File: src/rtl/mcu_sequencer_if.sv
// Block-stream bus between the IDCT source, mcu_sequencer and supersample_buffer_top.
// master is the sequencer's view; slave is the environment's view.
interface mcu_sequencer_if;
    logic                 in_valid;
    logic                 in_ready;
    logic [7:0][7:0][7:0] in_block;
    logic                 buf_valid;
    logic [1:0]           buf_ch;
    logic [7:0][7:0][7:0] buf_block;
    logic                 buf_mcu_done;

    modport master (
        input  in_valid, in_block, buf_mcu_done,
        output in_ready, buf_valid, buf_ch, buf_block
    );

    modport slave (
        output in_valid, in_block, buf_mcu_done,
        input  in_ready, buf_valid, buf_ch, buf_block
    );
endinterface

File: src/rtl/mcu_sequencer.sv
// Tags an untagged IDCT block stream with 4:2:0 channel order (Y0..Y3, Cb, Cr) per MCU and
// limits the number of MCUs in flight in supersample_buffer_top.
module mcu_sequencer #(
    parameter int unsigned MAX_OUT = 2,
    parameter int unsigned CNT_W   = 16
) (
    input  logic             clk,
    input  logic             rst_n,
    input  logic             start,
    input  logic [CNT_W-1:0] num_mcu,
    mcu_sequencer_if.master  bus,
    output logic             busy,
    output logic             frame_done,
    output logic [CNT_W-1:0] mcu_idx,
    output logic             err
);
    localparam int unsigned     OutW   = $clog2(MAX_OUT + 1);
    localparam logic [OutW-1:0] OutMax = OutW'(MAX_OUT);

    typedef enum logic [2:0] {
        StIdle, StY0, StY1, StY2, StY3, StCb, StCr, StDrain
    } state_e;

    state_e               state_q, state_d;
    logic [OutW-1:0]      out_q, out_d;
    logic [CNT_W-1:0]     idx_q, idx_d;
    logic [CNT_W-1:0]     num_q, num_d;
    logic                 err_q, err_d;
    logic                 buf_valid_q;
    logic [1:0]           buf_ch_q;
    logic [7:0][7:0][7:0] buf_block_q;

    logic       in_slot;
    logic [1:0] slot_ch;
    logic       in_ready;
    logic       hs;
    logic       cr_hs;
    logic       done;
    logic       last_mcu;

    always_comb begin
        in_slot = 1'b0;
        slot_ch = 2'd0;
        unique case (state_q)
            StY0, StY1, StY2, StY3: begin
                in_slot = 1'b1;
                slot_ch = 2'd0;
            end
            StCb: begin
                in_slot = 1'b1;
                slot_ch = 2'd1;
            end
            StCr: begin
                in_slot = 1'b1;
                slot_ch = 2'd2;
            end
            default: ;
        endcase
    end

    // A new MCU may not begin while the buffer already holds MAX_OUT unfinished MCUs.
    assign in_ready = in_slot && !((state_q == StY0) && (out_q == OutMax));
    assign hs       = bus.in_valid && in_ready;
    assign cr_hs    = hs && (state_q == StCr);
    assign done     = bus.buf_mcu_done;
    assign last_mcu = (idx_q == (num_q - CNT_W'(1)));

    always_comb begin
        out_d = out_q;
        if (cr_hs && !done) begin
            out_d = out_q + 1'b1;
        end else if (!cr_hs && done && (out_q != '0)) begin
            out_d = out_q - 1'b1;
        end
    end

    always_comb begin
        err_d = err_q;
        if (done && (out_q == '0)) begin
            err_d = 1'b1;
        end
        if (start && (state_q != StIdle)) begin
            err_d = 1'b1;
        end
    end

    assign frame_done = (state_q == StDrain) && (out_d == '0);

    always_comb begin
        state_d = state_q;
        idx_d   = idx_q;
        num_d   = num_q;
        unique case (state_q)
            StIdle: begin
                if (start) begin
                    num_d   = num_mcu;
                    idx_d   = '0;
                    state_d = (num_mcu == '0) ? StDrain : StY0;
                end
            end
            StY0: if (hs) state_d = StY1;
            StY1: if (hs) state_d = StY2;
            StY2: if (hs) state_d = StY3;
            StY3: if (hs) state_d = StCb;
            StCb: if (hs) state_d = StCr;
            StCr: begin
                if (hs) begin
                    if (last_mcu) begin
                        state_d = StDrain;
                    end else begin
                        state_d = StY0;
                        idx_d   = idx_q + 1'b1;
                    end
                end
            end
            StDrain: if (frame_done) state_d = StIdle;
            default: state_d = StIdle;
        endcase
    end

    always_ff @(posedge clk or negedge rst_n) begin
        if (!rst_n) begin
            state_q <= StIdle;
            out_q   <= '0;
            idx_q   <= '0;
            num_q   <= '0;
            err_q   <= 1'b0;
        end else begin
            state_q <= state_d;
            out_q   <= out_d;
            idx_q   <= idx_d;
            num_q   <= num_d;
            err_q   <= err_d;
        end
    end

    always_ff @(posedge clk or negedge rst_n) begin
        if (!rst_n) begin
            buf_valid_q <= 1'b0;
            buf_ch_q    <= 2'd0;
            buf_block_q <= '0;
        end else begin
            buf_valid_q <= hs;
            if (hs) begin
                buf_ch_q    <= slot_ch;
                buf_block_q <= bus.in_block;
            end
        end
    end

    assign bus.in_ready  = in_ready;
    assign bus.buf_valid = buf_valid_q;
    assign bus.buf_ch    = buf_ch_q;
    assign bus.buf_block = buf_block_q;

    assign busy    = (state_q != StIdle);
    assign mcu_idx = idx_q;
    assign err     = err_q;
endmodule

File: src/flat_wrapper.sv
// flat-port wrapper written by rule: the top's interface ports become plain ports
module mcu_sequencer_flat 
#(
    parameter int unsigned MAX_OUT = 2,
    parameter int unsigned CNT_W   = 16
)
  (clk, rst_n, start, num_mcu, busy, frame_done, mcu_idx, err, bus_in_valid, bus_in_block, bus_buf_mcu_done, bus_in_ready, bus_buf_valid, bus_buf_ch, bus_buf_block);
  mcu_sequencer_if bus_i ();
  input  logic clk;
  input  logic rst_n;
  input  logic start;
  input  logic [CNT_W-1:0] num_mcu;
  output logic busy;
  output logic frame_done;
  output logic [CNT_W-1:0] mcu_idx;
  output logic err;
  input wire logic [$bits(bus_i.in_valid)-1:0] bus_in_valid;
  input wire logic [$bits(bus_i.in_block)-1:0] bus_in_block;
  input wire logic [$bits(bus_i.buf_mcu_done)-1:0] bus_buf_mcu_done;
  output wire logic [$bits(bus_i.in_ready)-1:0] bus_in_ready;
  output wire logic [$bits(bus_i.buf_valid)-1:0] bus_buf_valid;
  output wire logic [$bits(bus_i.buf_ch)-1:0] bus_buf_ch;
  output wire logic [$bits(bus_i.buf_block)-1:0] bus_buf_block;
  assign bus_i.in_valid = bus_in_valid;
  assign bus_i.in_block = bus_in_block;
  assign bus_i.buf_mcu_done = bus_buf_mcu_done;
  assign bus_in_ready = bus_i.in_ready;
  assign bus_buf_valid = bus_i.buf_valid;
  assign bus_buf_ch = bus_i.buf_ch;
  assign bus_buf_block = bus_i.buf_block;
  mcu_sequencer #(.MAX_OUT(MAX_OUT), .CNT_W(CNT_W)) u_core (.clk(clk), .rst_n(rst_n), .start(start), .num_mcu(num_mcu), .bus(bus_i), .busy(busy), .frame_done(frame_done), .mcu_idx(mcu_idx), .err(err));
endmodule
File: config.mk
export PLATFORM = sky130hd
export DESIGN_NAME = mcu_sequencer_flat
export DESIGN_NICKNAME = d
export VERILOG_FILES = /design/src/rtl/mcu_sequencer_if.sv /design/src/rtl/mcu_sequencer.sv /design/src/flat_wrapper.sv
export SDC_FILE = /design/constraint.sdc
export NUM_CORES = 1
export LEC_CHECK = 0
export BUFFER_PORTS_ARGS = -buffer_cell sky130_fd_sc_hd__buf_2
export CAP_MARGIN = 20
export CORE_AREA = 2 2 419 421
export CTS_BUF_LIST = sky130_fd_sc_hd__clkbuf_4 sky130_fd_sc_hd__clkbuf_8
export CTS_CLUSTER_DIAMETER = 60
export CTS_CLUSTER_SIZE = 10
export DETAILED_ROUTE_END_ITERATION = 10
export DIE_AREA = 0 0 421 423
export PLACE_DENSITY = 0.32
export SYNTH_ARGS = -nofsm -noshare
export SYNTH_HDL_FRONTEND = slang
export SYNTH_SLANG_ARGS = --single-unit
File: constraint.sdc
create_clock -name clk -period 5.14 [get_ports clk]
set_input_delay 0.771 -clock clk [delete_from_list [all_inputs] [get_ports clk]]
set_output_delay 0.771 -clock clk [all_outputs]
set_load 0.02 [all_outputs]
==> results of run 1 <==
registers in the layout, indices dropped and copies added, names as in the netlist:
signal	cells
u_core.bus.buf_valid	1
u_core.mcu_idx	16
u_core.state_q	3
u_core.bus.buf_ch	2
u_core.err	1
u_core.num_q	16
u_core.bus.buf_block	512
u_core.out_q	2
worst min path at each step:
stage                                            to  slack (ps)  cells past startpoint
after floorplan                    u_core.num_q[15]         470                      2
after global placement    u_core.bus.buf_block[105]         450                      2
after detailed placement  u_core.bus.buf_block[205]         460                      2
after CTS                  u_core.bus.buf_block[77]         0.5                      3
after global routing      u_core.bus.buf_block[177]          30                      3
final                     u_core.bus.buf_block[304]         160                      3
repair_timing:
item	in CTS	in global routing
hold buffers	101	0
hold endpoints to repair	165	0
resized for setup	0	0
cell families (layout without fill, tap and decap cells):
kind of cell             Yosys count  after routing  share of synthesized area (%)
adder cells (fa/ha/maj)            4              4                          0.230
other                              0             11                              0
multiplexers                      11             11                          0.564
AO/OA/AOI/OAI                     44             44                           1.55
buffers and inverters            139           1356                           2.46
XOR/XNOR                          24             24                          0.967
flip-flops                       553            553                           63.6
AND/OR/NAND/NOR                 1702           1702                           30.6
worst max-delay path, delay by kind of cell (launching register included):
family | cells | cell delay [ps]
simple gates | 3 | 810
buf+inv | 1 | 190
flops | 1 | 560
compound gates | 2 | 490
layout make-up:
cell class              count  area [sq um]  area share (%)
repair buffers           1192          6680            20.3
well taps                2325          2910            8.85
inverters                   8          37.5           0.114
clock buffers             119          1540            4.68
diodes                     11          27.5          0.0838
multi-input cells        1785          7380            22.5
clock inverters            37           454            1.38
flip-flops and latches    553         13800            42.1
stage by stage:
step	util, %	setup slack [ps]	cells	hold WS (ps)
detailed placement	17.2	1910	5762	456
global placement	17.2	1900	5762	453
finish	19.0	1540	6030	156
global route	19.0	1230	6029	29.7
floorplan	-	2120	2477	467
CTS	19.0	1350	6019	0.481
per-layer routing:
metal,up-vias,GRT usage [%],share of wire (%)
li1,9913,-,-
met3,183,3.73,6.0
met4,24,4.32,3.3
met5,-,0,0.13
met2,562,20.2,48
met1,9847,15.2,42
synthesized netlist by cell type (2+ instances only):
cell type	n
nand2_1	1603
dfrtp_1	553
clkbuf_1	123
nor2_1	24
xnor2_1	20
a21oi_1	11
nand3_1	11
nand4_1	9
inv_1	7
mux2i_1	7
nor4_1	7
nand2b_1	6
o21ai_0	6
buf_1	5
nand3b_1	5
ha_1	4
nor3_1	4
o211ai_1	4
or4_1	4
xor2_1	4
a31oi_1	3
nor2b_1	3
o31ai_1	3
or3_1	3
a221o_1	2
and2_1	2
and4_1	2
and4b_1	2
mux2_2	2
mux2_4	2
nor4_2	2
o311ai_0	2
or2_2	2
or4_4	2
layout by cell type (no fill, tap or decap), types with 4 or more instances in the layout:
| cell | count |
|---|---|
| a21oi_1 | 11 |
| buf_12 | 11 |
| buf_2 | 1066 |
| buf_4 | 13 |
| bufinv_16 | 8 |
| clkbuf_4 | 16 |
| clkbuf_8 | 103 |
| clkinv_2 | 9 |
| clkinvlp_4 | 7 |
| dfrtp_1 | 553 |
| diode_2 | 11 |
| dlygate4sd3_1 | 101 |
| ha_1 | 4 |
| inv_1 | 7 |
| inv_6 | 9 |
| mux2i_1 | 7 |
| nand2_1 | 1602 |
| nand2b_1 | 6 |
| nand3_1 | 11 |
| nand3b_1 | 5 |
| nand4_1 | 9 |
| nor2_1 | 24 |
| nor3_1 | 4 |
| nor4_1 | 7 |
| o211ai_1 | 4 |
| o21ai_0 | 6 |
| or4_1 | 4 |
| xnor2_1 | 20 |
| xor2_1 | 4 |
power groups by stage:
stage	clock [mW]	combinational (mW)	sequential, mW
2_1_floorplan	0	3.05	9.98
5_1_grt	4.95	10.6	7.89
3_5_place_dp	0	9.93	7.64
6_report	4.52	9.70	7.62
3_3_place_gp	0	9.94	7.65
4_1_cts	4.78	10.0	7.62
==> results by group, run 1 <==
Final layout
  – Filler Cell Count: 19700
  – Design Area, Final: 32900 sq um
  – Fin nets: 4165
  – Share of post-route cells with drive strength above 1: 34.3%
  – P&R area growth vs syn: 51.1%

Placed design
  – RePlAce Congestion: 0.904
  – I/O Buffers: 1067
  – DP Wirelength: 85200 um
  – Post-DP Area: 29800 sq um

Die
  – FP Rows: 153
  – Chip width: 421 um
  – I/O Pins: 1068
  – Total die area: 178000 sq um
  – Initial core utilization: 12.6%
  – Die H: 423 um
  – Core area: 173000 sq um

Logic synthesis
  – Sequential area share after synthesis: 63.6%
  – YS warnings: 0
  – Syn Inst Count: 2477
  – Ys async rst share: 100%
  – Unique masters post-synth: 62
  – Ys flop type: dfrtp_1
  – Netlist Area Pre-Place: 21700 sq um
  – Top cells by area, synth: dfrtp_1, nand2_1, clkbuf_1, xnor2_1, nor2_1
  – Post-synth top area share: 63.6%
  – Flop and latch count out of synthesis: 553
  – Syn Area/Cell: 8.78 sq um
  – Net count after synthesis: 3014
  – EDFF count, synth: 0
  – Largest area contributor in the netlist: dfrtp_1

Power
  – Sequential Power Share: 34.9%
  – P_int: 11.6 mW
  – Design Power: 21.8 mW
  – Combinational share of power: 44.4%
  – Worst vdd ir: 0.264 mV
  – P_leak: 17.9 nW
  – Clk pwr share: 20.7%
  – Switching pwr: 10.3 mW
  – Switching Fraction: 47.0%
  – Power per Cell Area: 664 nW/um^2

Setup path
  – R2r setup slk: 1910 ps
  – Crit. End Element: output pin
  – Worst-path maximum fanout: 12
  – Worst-path cell chain: and4b_1 > nor2_1 > a41o_1 > a41oi_1 > nor2_1 > buf_2
  – Reg2Reg Launch Point: u_core.num_q[0]
  – Worst reg2reg endpoint: u_core.mcu_idx[3]
  – R2R depth: 10
  – Required time of the critical path: 4370 ps
  – Crit path launch type: flop
  – Critical path's slowest cell: and4b_1
  – Top cell by count, worst path: nor2_1
  – Critical path origin: u_core.state_q[1]
  – Critical path class: flop to output pin
  – Worst setup path endpoint: frame_done
  – CP max stage delay: 590 ps
  – Crit path DAT: 2830 ps

STA
  – Worst Tran Pin Value: 1040 ps
  – Final Max Slew Viols: 0
  – Highest Clock Rate: 278 MHz
  – Unrepaired setup endpoints after global routing: no
  – Setup Skew: 48.0 ps
  – Final Hold Violating Endpoints: 0
  – Tcrit/Tclk final: 70.0%
  – Setup TNS: 0 ps
  – Tmin final: 3600 ps
  – Slew Limit Headroom: 30.6%
  – Endpoints failing setup: 0

Global route
  – Largest net degree at the start of global routing: 156
  – Number of global-route vias before repair: 21200
  – First-pass GRT wire length: 159000 um
  – Initial antenna violation count: 33
  – Total grt overflow: 0
  – Total GRT Usage: 12.3%

CTS
  – CTS sink cnt: 553
  – Clk Latency, worst-skew pair: 820 ps
  – Num CTS Buffers: 88
  – Clock slew at reported path FFs: 80 ps
  – H-tree depth: 3
  – Clock Path Buffers: 3
  – Clk root buf: clkbuf_8
  – Postcts setup bufs: 0
  – CTS tree: done

Detailed routing
  – Iter 0 DRT Violations: 1229
  – Vias/cell: 3.40
  – Wire length per cell: 18.7 um
  – DRT Pass-1 Iters: 5
  – ANT nets after route: 0
  – Drt total wl: 113000 um
  – Drt drc: 0
  – Total vias in the final route: 20500

Run status
  – Status: finished, final reports clean

Min path
  – Min-Delay Path Class: primary input to flop
  – Worst min-delay path startpoint: bus_in_block[304]

Flow run
  – Max capacitance violation total: 0
No activity file was read; power rests on OpenSTA's default activity.
==> run 2, diff against run 1 <==
Settings changed: PLACE_DENSITY 0.32 to 0.33.
Clock period 5.14 ns to 2.9 ns, I/O delays scaled along.
==> run 2 against run 1 <==
Core utilization is 2.9 points higher. Register-to-register slack got worse by 1900 ps. Via count increased by 11%. Sequential cell count unchanged. Critical path depth up 5. Die area is the same. Clock-buffer cell count fell by 14. Setup slack worse by 1500 ps. Highest routed layer is now met4.
==> results by group, run 2 (synthesis gave the netlist of run 1 again) <==
Global route
  – M1 GR Usage: 15.6% (was 15.2%)
  – Initial antenna violation count: 5 (was 33)
  – GRT met2 Usage: 20.5% (was 20.2%)
  – Largest net degree at the start of global routing: 83 (was 156)
  – Number of global-route vias before repair: 24000 (was 21200)
  – Met3 Use GR: 3.12% (was 3.73%)
  – Total grt overflow: 0 (unchanged)
  – First-pass GRT wire length: 165000 um (was 159000 um)
  – Busiest grt layer: met2 (unchanged)
  – Total GRT Usage: 12.4% (was 12.3%)

Detailed routing
  – ANT nets after route: 0 (unchanged)
  – Iter 0 DRT Violations: 1170 (was 1229)
  – Wire length per cell: 17.3 um (was 18.7 um)
  – Vias/cell: 3.48 (was 3.40)
  – DRT Pass-1 Iters: 4 (was 5)
  – Drt drc: 0 (unchanged)
  – Total vias in the final route: 22700 (was 20500)
  – Drt total wl: 113000 um (about the same)

Placed design
  – Post-DP Area: 30600 sq um (was 29800 sq um)
  – DP Worst Slack: -54.6 ps (was 1910 ps)
  – RePlAce Congestion: 0.894 (was 0.904)
  – Post-placement cell count: 5846 (was 5762)
  – DP Wirelength: 87200 um (was 85200 um)
  – I/O Buffers: 1067 (unchanged)

Power
  – Switching Fraction: 46.7% (was 47.0%)
  – Power per Cell Area: 1040 nW/um^2 (was 664 nW/um^2)
  – Worst vdd ir: 0.471 mV (was 0.264 mV)
  – Sequential Power Share: 33.9% (was 34.9%)
  – P_leak: 20.1 nW (was 17.9 nW)
  – Combinational share of power: 47.2% (was 44.4%)
  – Switching pwr: 18.5 mW (was 10.3 mW)
  – Clk pwr share: 18.8% (was 20.7%)
  – P_int: 21.1 mW (was 11.6 mW)

Final layout
  – Largest register FFs: 512 (unchanged)
  – Layout Cells excl Fill: 6537 (was 6030)
  – Design Area, Final: 37900 sq um (was 32900 sq um)
  – P&R area growth vs syn: 74.5% (was 51.1%)
  – Share of post-route cells with drive strength above 1: 32.5% (was 34.3%)
  – Most common cell after layout, fill and taps aside: nand2_1 (unchanged)
  – Filler Cell Count: 19400 (was 19700)
  – Most frequent cells in the layout: nand2_1, buf_2, dfrtp_1 (unchanged)
  – Post-route core utilization: 21.9% (was 19.0%)
  – Fin nets: 4686 (was 4165)

Setup path
  – CP max stage delay: 390 ps (was 590 ps)
  – Crit. End Element: flop (was output pin)
  – Crit path launch type: flop (unchanged)
  – Critical path class: flop to flop (was flop to output pin)
  – Crit path DAT: 3530 ps (was 2830 ps)
  – Critical path's slowest cell: dfrtp_1 (was and4b_1)
  – Required time of the critical path: 3570 ps (was 4370 ps)
  – Worst-path maximum fanout: 4 (was 12)
  – R2R depth: 11 (was 10)
  – Worst-path cell chain: inv_2 > ha_4 > or3b_4 > and4bb_2 > mux2_4 > mux2i_4 > buf_4 > a2111oi_4 > and2_1 > or3_1 > mux2i_1 (was and4b_1 > nor2_1 > a41o_1 > a41oi_1 > nor2_1 > buf_2)

CTS
  – Clk root buf: clkbuf_8 (unchanged)
  – CTS tree: done (unchanged)
  – Num CTS Buffers: 84 (was 88)
  – H-tree depth: 3 (unchanged)
  – Clock Path Buffers: 3 (unchanged)
  – Clock slew at reported path FFs: 70 ps (was 80 ps)
  – Clk Latency, worst-skew pair: 780 ps (was 820 ps)
  – CTS sink cnt: 553 (unchanged)

STA
  – Worst hold margin: 219 ps (was 156 ps)
  – Slew Limit Headroom: 49.1% (was 30.6%)
  – Unrepaired setup endpoints after global routing: yes (was no)
  – Setup Skew: 31.5 ps (was 48.0 ps)
  – Highest Clock Rate: 349 MHz
  – Final Max Slew Viols: 0 (unchanged)
  – Tmin final: 2870 ps
  – Worst Tran Pin Value: 764 ps (was 1040 ps)
  – Final Hold Violating Endpoints: 0 (unchanged)
  – Worst Setup Slack, final: 31.4 ps (was 1540 ps)
  – Tcrit/Tclk final: 98.9%
  – Endpoints failing setup: 0 (unchanged)

Die
  – I/O Pins: 1068 (unchanged)
  – Core area: 173000 sq um (unchanged)
  – Initial core utilization: 12.6% (unchanged)
  – Die H: 423 um (unchanged)
  – Chip width: 421 um (unchanged)
  – Total die area: 178000 sq um (unchanged)
  – FP Rows: 153 (unchanged)

Min path
  – Min-Delay Path Class: primary input to flop (unchanged)
  – Hold depth: 5 (was 3)

Flow run
  – Max capacitance violation total: 0 (unchanged)

Run status
  – Status: finished, final reports clean (unchanged)
[run 2: cell types whose count changed in the layout (fill, tap and decap cells not counted), moves of 4 or more]
cell / before / now
buf_4: 13 / 96
clkinvlp_4: 7 / 3
clkbuf_8: 103 / 95
a21oi_1: 11 / 7
buf_12: 11 / 20
dlygate4sd3_1: 101 / 531
inv_1: 7 / 3
inv_2: 0 / 4
clkbuf_4: 16 / 10
[run 2: path summary, 6_finish.rpt]
kind / from / slack [ps] / end
min reg2reg: u_core.bus.buf_block[490] / 470 / u_core.bus.buf_block[490]
max: u_core.num_q[1] / 30 / u_core.mcu_idx[15]
min in group asynchronous: rst_n / 260 / u_core.bus.buf_block[347]
min: bus_in_valid / 220 / u_core.bus.buf_block[183]
max in group asynchronous: rst_n / 1670 / u_core.bus.buf_block[282]
max reg2reg: u_core.num_q[1] / 30 / u_core.mcu_idx[15]
[run 2: power by group through the flow]
stage          combinational [mW]  sequential [mW]  clock [mW]
4_1_cts                      18.9             13.5        7.87
5_1_grt                      20.3             13.9        8.18
2_1_floorplan                5.44             17.7           0
3_3_place_gp                 18.3             13.5           0
6_report                     18.7             13.5        7.47
3_5_place_dp                 18.3             13.5           0
[run 2: through the flow]
stage                     power (mW)  setup TNS [ps]
final                           39.6               0
after CTS                       40.3           -4.71
after global placement          31.8            -119
after floorplan                 23.1               0
after detailed placement        31.8            -227
after global routing            42.4            -603
[run 2: repair_timing]
action,in CTS,in global routing
setup buffers,3,9
hold endpoints to repair,569,0
pin swaps,3,14
endpoints found under the setup margin,12,17
gates resized for setup,10,19
hold buffers,531,0
[run 2: layout make-up]
type	instances	area (sq um)	area share [%]
antenna	9	22.5	0.0594
clock buffer	105	1380	3.64
clock inverter	35	420	1.11
inverter	8	37.5	0.0989
multi-input combinational	1785	7510	19.8
sequential	553	13800	36.5
tap	2325	2910	7.67
timing repair buffer	1717	11800	31.2
[run 2: metal layers]
metal	share of wire (%)	wire (um)
met1	43	49000
met2	48	54500
met5	0	0
met3	5.1	5840
met4	3.6	4050
[run 2: worst max-delay path: cells and delay by family (launching register included)]
| kind | cells | cell delay, ps |
|---|---|---|
| flops | 1 | 390 |
| mux | 3 | 600 |
| compound gates | 1 | 70 |
| buf+inv | 2 | 220 |
| simple gates | 4 | 1340 |
| fa+ha+maj | 1 | 130 |
==> run 3, diff against run 2 <==
Settings changed: CORE_AREA 2 2 419 421 to 2 2 415 417, DIE_AREA 0 0 421 423 to 0 0 417 419.
==> run 3 against run 2 <==
Register-to-register slack improved by 20 ps. Critical endpoint is now u_core.mcu_idx[7]. Clock power increased by 0.5%. Highest routed layer unchanged. Critical path depth unchanged. Maximum frequency increased by 0.75%.
==> results by group, run 3 (synthesis gave the netlist of run 1 again) <==
Final layout
  – Filler Cell Count: 19100 (was 19400)
  – Fin nets: 4673 (was 4686)
  – Most common cell after layout, fill and taps aside: nand2_1 (unchanged)
  – Design Area, Final: 37700 sq um (was 37900 sq um)
  – Share of post-route cells with drive strength above 1: 32.3% (was 32.5%)
  – Most frequent cells in the layout: nand2_1, buf_2, dfrtp_1 (unchanged)
  – Largest register FFs: 512 (unchanged)
  – P&R area growth vs syn: 73.5% (was 74.5%)

Die
  – FP Rows: 152 (was 153)
  – Chip width: 417 um (was 421 um)
  – Initial core utilization: 12.7% (was 12.6%)
  – I/O Pins: 1068 (unchanged)
  – Die H: 419 um (was 423 um)
  – Total die area: 175000 sq um (was 178000 sq um)
  – Core area: 171000 sq um (was 173000 sq um)

STA
  – Worst Tran Pin Value: 832 ps (was 764 ps)
  – Unrepaired setup endpoints after global routing: yes (unchanged)
  – Endpoints failing setup: 0 (unchanged)
  – Worst hold margin: 162 ps (was 219 ps)
  – Tmin final: 2850 ps (was 2870 ps)
  – Tcrit/Tclk final: 98.2% (was 98.9%)
  – Setup Skew: 49.6 ps (was 31.5 ps)
  – Final Hold Violating Endpoints: 0 (unchanged)
  – Final Max Slew Viols: 0 (unchanged)
  – Highest Clock Rate: 351 MHz (was 349 MHz)
  – Slew Limit Headroom: 44.5% (was 49.1%)

Placed design
  – RePlAce Congestion: 0.871 (was 0.894)
  – DP Wirelength: 87000 um (was 87200 um)
  – I/O Buffers: 1067 (unchanged)
  – Post-DP Area: 30400 sq um (was 30600 sq um)

CTS
  – Clk root buf: clkbuf_8 (unchanged)
  – CTS sink cnt: 553 (unchanged)
  – Num CTS Buffers: 84 (unchanged)
  – H-tree depth: 3 (unchanged)
  – Clock Path Buffers: 3 (unchanged)
  – Clk Latency, worst-skew pair: 790 ps (was 780 ps)
  – CTS tree: done (unchanged)
  – Clock slew at reported path FFs: 70 ps (about the same)

Global route
  – First-pass GRT wire length: 162000 um (was 165000 um)
  – Largest net degree at the start of global routing: 133 (was 83)
  – Total GRT Usage: 12.6% (was 12.4%)
  – Number of global-route vias before repair: 23400 (was 24000)
  – Total grt overflow: 0 (unchanged)
  – Initial antenna violation count: 7 (was 5)

Power
  – Clk pwr share: 19.0% (was 18.8%)
  – Worst vdd ir: 0.477 mV (was 0.471 mV)
  – Power per Cell Area: 1050 nW/um^2 (was 1040 nW/um^2)
  – Switching pwr: 18.5 mW (about the same)
  – Combinational share of power: 47.2% (about the same)
  – Switching Fraction: 46.7% (about the same)
  – P_leak: 20.1 nW (about the same)
  – P_int: 21.1 mW (about the same)
  – Sequential Power Share: 33.8% (was 33.9%)

Setup path
  – Crit. End Element: flop (unchanged)
  – Required time of the critical path: 3580 ps (was 3570 ps)
  – Crit path DAT: 3530 ps (about the same)
  – Critical path class: flop to flop (unchanged)
  – Crit path launch type: flop (unchanged)
  – Worst-path maximum fanout: 7 (was 4)

Detailed routing
  – DRT Pass-1 Iters: 4 (unchanged)
  – Total vias in the final route: 22400 (was 22700)
  – Drt drc: 0 (unchanged)
  – Iter 0 DRT Violations: 1114 (was 1170)
  – Wire length per cell: 17.7 um (was 17.3 um)
  – Vias/cell: 3.49 (was 3.48)
  – Drt total wl: 114000 um (was 113000 um)
  – ANT nets after route: 0 (unchanged)

Run status
  – Status: finished, final reports clean (unchanged)

Min path
  – Min-Delay Path Class: primary input to flop (unchanged)

Flow run
  – Max capacitance violation total: 0 (unchanged)
==> run 3: changes by cell type in the layout (fill, tap and decap cells not counted), sizes merged <==
cell	before	now
buf	1185	1174
clkinvlp	3	11
diode	9	7
inv	20	14
clkbuf	106	104
bufinv	7	8
dlygate4sd3	531	530
==> run 3: final cells by class <==
class / instances / area [sq um] / area share (%)
Inverter: 8 / 37.5 / 0.0995
Multi-Input combinational cell: 1785 / 7460 / 19.8
Clock buffer: 104 / 1370 / 3.63
Clock inverter: 38 / 448 / 1.19
Antenna cell: 7 / 17.5 / 0.0464
Timing Repair Buffer: 1704 / 11800 / 31.2
Sequential cell: 553 / 13800 / 36.7
Tap cell: 2233 / 2790 / 7.40
==> run 3: timing repair <==
item                                    in CTS  in global routing
endpoints found under the setup margin       5                 16
setup buffers                                5                 11
gates cloned                                 0                  0
hold endpoints to repair                   570                  0
pin swaps                                    5                  8
hold buffers                               530                  0
gates resized for setup                     12                  7
==> run 3: power groups by stage <==
stage | clock, mW | sequential (mW) | combinational [mW]
2_1_floorplan | 0 | 17.7 | 5.44
3_3_place_gp | 0 | 13.4 | 18.3
3_5_place_dp | 0 | 13.4 | 18.3
4_1_cts | 7.91 | 13.4 | 19.0
5_1_grt | 8.21 | 13.9 | 20.3
6_report | 7.51 | 13.4 | 18.7
==> run 3: path summary, 6_finish.rpt <==
| path | cells past startpoint | from | slack, ps | endpoint |
|---|---|---|---|---|
| worst max-delay path | 11 | u_core.num_q[1] | 50 | u_core.mcu_idx[7] |
| worst min-delay path | 4 | bus_in_valid | 160 | u_core.bus.buf_block[248] |
| worst max register to register | 11 | u_core.num_q[1] | 50 | u_core.mcu_idx[7] |
| worst min register to register | 2 | u_core.bus.buf_block[301] | 470 | u_core.bus.buf_block[301] |
| max in group asynchronous | 3 | rst_n | 1750 | u_core.bus.buf_block[292] |
| min in group asynchronous | 2 | rst_n | 300 | u_core.bus.buf_block[120] |
==> run 3: routing by layer <==
layer	routed length [um]	GRT usage, %	vias up
li1	-	-	10900
met1	49400	15.9	10800
met5	0	0	-
met3	6350	3.52	161
met4	4220	4.66	0
met2	53700	20.3	560
==> run 3: worst max-delay path, cell delays in order (launching register included) <==
cell	delay, ps
dfrtp_1	390
inv_2	80
ha_4	120
or3b_4	400
or4_4	430
o41a_1	360
buf_4	160
nor3b_4	250
buf_6	170
nand2_4	80
and3_4	180
mux2i_1	110
==> run 3: metrics by stage <==
step	setup WS (ps)	std cells	power [mW]	utilization, %	setup TNS (ps)
2_1_floorplan	23.9	2477	23.1	-	0
3_3_place_gp	-15.5	5738	31.7	17.8	-42.6
3_5_place_dp	-27.6	5738	31.7	17.8	-58.8
4_1_cts	0.562	6414	40.3	22.0	0
5_1_grt	-63.9	6431	42.4	22.1	-276
6_report	52.8	6432	39.6	22.1	0
